$ cat config.mk
export PLATFORM = sky130hd
export DESIGN_NAME = nanov_digit_alu
export DESIGN_NICKNAME = d
export VERILOG_FILES = /design/src/rtl/nanov_digit_alu.sv
export SDC_FILE = /design/constraint.sdc
export NUM_CORES = 1
export LEC_CHECK = 0
export CORE_MARGIN = 2
export CORE_UTILIZATION = 43
export CTS_BUF_LIST = sky130_fd_sc_hd__clkbuf_16
export DETAILED_ROUTE_END_ITERATION = 12
export PLACE_DENSITY = 0.76
export SYNTH_ARGS = -nofsm -noshare
export SYNTH_HDL_FRONTEND = slang
export SYNTH_SLANG_ARGS = --single-unit
$ cat constraint.sdc
create_clock -name clk -period 2.75 [get_ports clk]
set_input_delay 0.55 -clock clk [delete_from_list [all_inputs] [get_ports clk]]
set_output_delay 0.55 -clock clk [all_outputs]
set_load 0.005 [all_outputs]
$ cat src/rtl/nanov_digit_alu.sv
// nanov_digit_alu: digit-serial integer ALU. It streams XLEN-bit operands LSB-first,
// DIGIT_W bits per enabled beat.
// It always computes eq / signed-lt / unsigned-lt flags from an internal a-b path.
// Optional feature macro: NANOV_SHIFT_EN. When defined, it adds SLL/SRL/SRA,
// the OUT state and the XLEN-bit operand buffer. When undefined, ops 7-9 act as reserved.
module nanov_digit_alu #(
    parameter int DIGIT_W = 1,
    parameter int XLEN    = 32
) (
    input  logic               clk,
    input  logic               rst,
    input  logic               start,
    input  logic [3:0]         op,
    input  logic [4:0]         shamt,
    input  logic               en,
    input  logic [DIGIT_W-1:0] a_in,
    input  logic [DIGIT_W-1:0] b_in,
    output logic [DIGIT_W-1:0] res_out,
    output logic               res_valid,
    output logic               busy,
    output logic               done,
    output logic               flag_eq,
    output logic               flag_lt,
    output logic               flag_ltu
);

    localparam int N  = XLEN / DIGIT_W;
    localparam int CW = (N > 1) ? $clog2(N) : 1;
    localparam logic [CW-1:0] LAST = CW'(N - 1);

    typedef enum logic [3:0] {
        OP_ADD  = 4'd0,
        OP_SUB  = 4'd1,
        OP_AND  = 4'd2,
        OP_OR   = 4'd3,
        OP_XOR  = 4'd4,
        OP_SLT  = 4'd5,
        OP_SLTU = 4'd6,
        OP_SLL  = 4'd7,
        OP_SRL  = 4'd8,
        OP_SRA  = 4'd9
    } op_t;

`ifdef NANOV_SHIFT_EN
    typedef enum logic [1:0] {IDLE, RUN, OUT} state_t;
`else
    typedef enum logic [0:0] {IDLE, RUN} state_t;
`endif

    state_t          state, state_nx;
    logic [CW-1:0]   cnt;
    op_t             op_q;
    logic            carry, fcarry, feq;
    logic            h_eq, h_lt, h_ltu;

    logic            first, last;
    logic            ci;
    logic [DIGIT_W-1:0] bx;
    logic [DIGIT_W:0]   add_full, sub_full;
    logic            eq_now, lt_now, ltu_now;
    logic            cur_eq, cur_lt, cur_ltu;
    logic            is_shift;

`ifdef NANOV_SHIFT_EN
    logic [4:0]      shamt_q;
    logic [XLEN-1:0] buf_q, buf_in, shifted;
    logic            p_eq, p_lt, p_ltu;
`else
    logic            unused_shamt;
    assign unused_shamt = ^shamt;
`endif

    // Per-beat arithmetic: op-dependent adder plus an op-independent a-b flag path
    always_comb begin
        first    = (cnt == '0);
        last     = (cnt == LAST);
        ci       = first ? (op_q == OP_SUB) : carry;
        bx       = (op_q == OP_SUB) ? ~b_in : b_in;
        add_full = {1'b0, a_in} + {1'b0, bx} + {{DIGIT_W{1'b0}}, ci};
        sub_full = {1'b0, a_in} + {1'b0, ~b_in} + {{DIGIT_W{1'b0}}, (first ? 1'b1 : fcarry)};
        // a==b exactly when every digit of a-b is zero
        eq_now   = (first | feq) & (sub_full[DIGIT_W-1:0] == '0);
        ltu_now  = ~sub_full[DIGIT_W];
        lt_now   = (a_in[DIGIT_W-1] != b_in[DIGIT_W-1]) ? a_in[DIGIT_W-1]
                                                        : sub_full[DIGIT_W-1];
`ifdef NANOV_SHIFT_EN
        is_shift = (op_q inside {OP_SLL, OP_SRL, OP_SRA});
`else
        is_shift = 1'b0;
`endif
    end

`ifdef NANOV_SHIFT_EN
    // Shift network applied to the fully assembled operand on the last RUN beat
    always_comb begin
        buf_in = {a_in, buf_q[XLEN-1:DIGIT_W]};
        case (op_q)
            OP_SLL:  shifted = buf_in << shamt_q;
            OP_SRL:  shifted = buf_in >> shamt_q;
            OP_SRA:  shifted = $signed(buf_in) >>> shamt_q;
            default: shifted = buf_in;
        endcase
    end
`endif

    // State register
    always_ff @(posedge clk) begin
        if (rst) state <= IDLE;
        else     state <= state_nx;
    end

    // Next-state logic
    always_comb begin
        state_nx = state;
        case (state)
            IDLE: if (start) state_nx = RUN;
            RUN: begin
                if (en && last) begin
`ifdef NANOV_SHIFT_EN
                    state_nx = is_shift ? OUT : IDLE;
`else
                    state_nx = IDLE;
`endif
                end
            end
`ifdef NANOV_SHIFT_EN
            OUT: if (en && last) state_nx = IDLE;
`endif
            default: state_nx = IDLE;
        endcase
    end

    // Output decode: zero-latency result digits, done strobe, flag presentation
    always_comb begin
        res_out   = '0;
        res_valid = 1'b0;
        done      = 1'b0;
        busy      = 1'b0;
        cur_eq    = eq_now;
        cur_lt    = lt_now;
        cur_ltu   = ltu_now;
`ifdef NANOV_SHIFT_EN
        if (state == OUT) begin
            cur_eq  = p_eq;
            cur_lt  = p_lt;
            cur_ltu = p_ltu;
        end
`endif
        if (!rst) begin
            busy = (state != IDLE);
            case (state)
                RUN: begin
                    if (en) begin
                        done = last && !is_shift;
                        case (op_q)
                            OP_ADD, OP_SUB: begin res_out = add_full[DIGIT_W-1:0]; res_valid = 1'b1; end
                            OP_AND: begin res_out = a_in & b_in; res_valid = 1'b1; end
                            OP_OR:  begin res_out = a_in | b_in; res_valid = 1'b1; end
                            OP_XOR: begin res_out = a_in ^ b_in; res_valid = 1'b1; end
                            OP_SLT:  if (last) begin res_out = DIGIT_W'(lt_now);  res_valid = 1'b1; end
                            OP_SLTU: if (last) begin res_out = DIGIT_W'(ltu_now); res_valid = 1'b1; end
                            default: res_valid = !is_shift;
                        endcase
                    end
                end
`ifdef NANOV_SHIFT_EN
                OUT: begin
                    if (en) begin
                        res_out   = buf_q[DIGIT_W-1:0];
                        res_valid = 1'b1;
                        done      = last;
                    end
                end
`endif
                default: ;
            endcase
        end
        flag_eq  = rst ? 1'b0 : (done ? cur_eq  : h_eq);
        flag_lt  = rst ? 1'b0 : (done ? cur_lt  : h_lt);
        flag_ltu = rst ? 1'b0 : (done ? cur_ltu : h_ltu);
    end

    // Datapath registers: beat counter, carries, flag accumulators, shift buffer
    always_ff @(posedge clk) begin
        if (rst) begin
            cnt    <= '0;
            op_q   <= OP_ADD;
            carry  <= 1'b0;
            fcarry <= 1'b0;
            feq    <= 1'b0;
            h_eq   <= 1'b0;
            h_lt   <= 1'b0;
            h_ltu  <= 1'b0;
`ifdef NANOV_SHIFT_EN
            shamt_q <= '0;
            buf_q   <= '0;
            p_eq    <= 1'b0;
            p_lt    <= 1'b0;
            p_ltu   <= 1'b0;
`endif
        end else begin
            case (state)
                IDLE: begin
                    cnt <= '0;
                    if (start) begin
                        op_q <= op_t'(op);
`ifdef NANOV_SHIFT_EN
                        shamt_q <= shamt;
`endif
                    end
                end
                RUN: begin
                    if (en) begin
                        cnt    <= last ? '0 : cnt + 1'b1;
                        carry  <= add_full[DIGIT_W];
                        fcarry <= sub_full[DIGIT_W];
                        feq    <= eq_now;
`ifdef NANOV_SHIFT_EN
                        buf_q <= last ? shifted : buf_in;
                        if (last) begin
                            p_eq  <= eq_now;
                            p_lt  <= lt_now;
                            p_ltu <= ltu_now;
                        end
`endif
                    end
                end
`ifdef NANOV_SHIFT_EN
                OUT: begin
                    if (en) begin
                        cnt   <= last ? '0 : cnt + 1'b1;
                        buf_q <= {{DIGIT_W{1'b0}}, buf_q[XLEN-1:DIGIT_W]};
                    end
                end
`endif
                default: cnt <= '0;
            endcase
            if (done) begin
                h_eq  <= cur_eq;
                h_lt  <= cur_lt;
                h_ltu <= cur_ltu;
            end
        end
    end

endmodule

==> results.json, run 1 <==
{
  "status": "finished with violations",
  "violations": "setup timing",
  "reg2reg_depth": 8,
  "die_area_um2": 2600,
  "routabilityCongestion": 0.760,
  "grt_max_degree": 12,
  "drc": 0,
  "cts_tree": "yes",
  "clkSinkCount": 16,
  "numCtsBuffers": 3,
  "p_sw_frac": 0.222,
  "critPathMaxStageDelay_ns": 0.48,
  "syn_area_per_cell_um2": 8.95,
  "setup_viol": 1,
  "cp_cell_sequence": "inv_2 -> ha_4 -> nor4b_4 -> mux2_4 -> fa_1 -> nand2b_1 -> a21oi_2 -> a21oi_1 -> a21oi_1 -> buf_2",
  "yosysMostFrequentCell": "dfxtp_1",
  "crit_buf_inv": 2,
  "wire_per_inst_um": 12.4,
  "cp_top_family": "adder cells",
  "critPathLaunch": "cnt[0]",
  "clkPwrFrac": 0.434,
  "ys.warnings.count": 0,
  "rsz0062_at_grt": "true",
  "drive_above_1_share": 0.350,
  "wl_um": 2130,
  "area_growth_pct": 48.7,
  "syn_inst": 106,
  "vias_per_cell": 5.08,
  "finalClockSkew_ns": 0.00268,
  "netlist_top_cells_count": "dfxtp_1 (16), nor2_1 (14), a21oi_1 (8)",
  "final_max_slew_viol_count": 0,
  "netlist_area_um2": 948,
  "start_kind": "flip-flop",
  "postLayoutSetupSlackWorst_ns": -0.109,
  "die_y_um": 51.0,
  "p_seq_frac": 0.384,
  "drt_iter0_markers": 7,
  "die_w_um": 51.0,
  "synth_area_leaders": "dfxtp_1 (34%), ha_1 (7.9%), mux2i_1 (6.3%)",
  "relSlewSlack": 0.705,
  "ys_seq_area_frac": 0.338,
  "grt.overflow.total": 0,
  "htree_levels": 1,
  "grt_pass1_wl_um": 3860,
  "io_pins": 22,
  "crit_slowest_cell": "fa_1",
  "initial_core_util": 0.441,
  "crit_path_frequent_cell": "a21oi_1",
  "holdBufCountCts": 0,
  "first_pass_iters": 4,
  "post_dp_cell_area_um2": 1280,
  "p_int_mw": 0.495,
  "vdd_ir_drop_max_uv": 448,
  "p_switching_mw": 0.141,
  "stdcell_count": 171,
  "synth_ff_type": "dfxtp_1",
  "fmax_mhz": 350,
  "tightestPinTransition_ns": 0.441,
  "crit_type": "flip-flop to primary output",
  "end_kind": "primary output",
  "grtUsageTotal": 0.192,
  "crit_path_max_fanout": 2,
  "hold-path-cell-count": 2,
  "num_rows": 17,
  "antenna_found_initial": 0,
  "worstPathRequired_ns": 2.20,
  "hp-start": "fcarry",
  "cts_buffer_depth": 2,
  "regToRegStartpoint": "cnt[0]",
  "synth_cell_types": 35,
  "worstPathArrival_ns": 2.31,
  "vias": 869,
  "syn_nets": 129,
  "p_comb_frac": 0.182,
  "p_leak_nw": 0.622,
  "first_global_vias": 929,
  "cp.depth": 10,
  "final_util": 0.656,
  "yosysTopAreaCell": "dfxtp_1",
  "place_inst": 166,
  "maxCapViolCount": 0,
  "clk_latency_ns": 0.24,
  "num_antenna_cells": 0,
  "hp-class": "flip-flop to flip-flop",
  "finalInstanceArea_um2": 1410,
  "synth_edf_count": 0,
  "fin_crit_sh": 1.04,
  "dp_slack_ns": -0.412,
  "numPortBuffers": 16,
  "whs_ns": 0.458,
  "hpwlAfterDp_um": 1580,
  "layout_min_cycle_time_ns": 2.86,
  "ys_seq_elements": 16,
  "synth_top_area_share": 0.338,
  "fin_nets": 168,
  "fp.coreArea_um2": 2150,
  "hold_viol": 0,
  "ant_nets": 0,
  "cts.clk_slew.worst_paths_ns": 0.05,
  "async_flop_share": 0,
  "powerDensity_nw_per_um2": 451,
  "cts-root-buf": "clkbuf_16"
}
==> sequential cells by signal, indices dropped and copies added, names as in the netlist <==
register,flops
cnt,5
h_lt,1
feq,1
h_ltu,1
fcarry,1
op_q,4
h_eq,1
state,1
carry,1
==> repair_timing <==
action / 4_1_cts / 5_1_grt
pin swaps: 7 / 3
setup endpoints to repair: 4 / 6
gates resized for setup: 23 / 6
buffers inserted: 2 / 0
endpoints found under the hold margin: 0 / 0
==> power by group through the flow <==
| stage | Combinational [mW] | Sequential [mW] | Clock [mW] |
|---|---|---|---|
| 6_report | 0.116 | 0.244 | 0.276 |
| 5_1_grt | 0.129 | 0.245 | 0.287 |
| 2_1_floorplan | 0.0608 | 0.247 | 0 |
| 4_1_cts | 0.112 | 0.244 | 0.277 |
| 3_3_place_gp | 0.103 | 0.248 | 0 |
| 3_5_place_dp | 0.105 | 0.249 | 0 |
==> worst reg2reg max path: cells and delay by family, from the launching register on <==
| family | cells | cell delay, ns |
|---|---|---|
| buffers and inverters | 3 | 0.35 |
| and+or+nand+nor | 2 | 0.36 |
| adders and majority gates | 2 | 0.64 |
| DFF | 1 | 0.33 |
| AOI/OAI and AO/OA | 1 | 0.26 |
==> final cells by class <==
class,instances,area [um^2]
fillers,176,738
flip-flops and latches,16,323
multi-input cells,77,613
inverters,6,22.5
well taps,28,35.0
repair buffers,41,342
clock buffers,3,75.1
==> metal layers <==
layer,up-vias,share of wire,GRT usage
li1,448,-,-
met3,0,0.023,0.0175
met5,-,0,0
met4,0,0,0.0405
met1,412,0.45,0.243
met2,9,0.52,0.351
==> cell usage in the layout (no fill, tap or decap), types with 2 or more instances in the layout <==
cell type,n
dfxtp_1,14
fa_1,2
and3_2,2
nand2_1,5
inv_1,3
o21ai_0,2
inv_2,3
buf_2,2
nand2b_1,2
dfxtp_2,2
clkdlybuf4s50_1,12
buf_4,24
a311oi_1,2
mux2i_1,6
nand3_1,2
xnor2_1,2
ha_1,4
a21oi_1,7
nor2_1,14
nand3b_1,4
clkbuf_16,3
==> stage by stage <==
stage | power, mW | setup TNS (ns)
floorplan | 0.308 | 0
finish | 0.636 | -0.109
CTS | 0.634 | -0.151
global placement | 0.351 | -1.20
detailed placement | 0.354 | -1.27
global route | 0.661 | -0.358
==> logic make-up (layout without fill, tap and decap cells) <==
family | count (synthesis) | in the layout | synth area share
xor+xnor | 2 | 2 | 0.0185
fa+ha+maj | 8 | 8 | 0.121
simple gates | 39 | 39 | 0.241
mux | 8 | 8 | 0.0871
flops | 16 | 16 | 0.338
buf+inv | 13 | 50 | 0.0620
compound gates | 20 | 20 | 0.132
==> worst paths after layout <==
check	slack, ns	to
setup / recovery	-0.11	res_out
hold / removal	0.46	fcarry
setup reg to reg	0.72	feq
hold reg to reg	0.46	fcarry
Power figures use the tool's default switching activity.
==> inputs of run 2 (changes only) <==
--- a/config.mk
+++ b/config.mk
@@ -10,6 +10,7 @@
 export CTS_BUF_LIST = sky130_fd_sc_hd__clkbuf_16
 export DETAILED_ROUTE_END_ITERATION = 12
 export PLACE_DENSITY = 0.76
+export SLEW_MARGIN = 20
 export SYNTH_ARGS = -nofsm -noshare
 export SYNTH_HDL_FRONTEND = slang
 export SYNTH_SLANG_ARGS = --single-unit
==> results of run 2 <==
No change in the layout: final DEF, timing and power equal those of run 1.
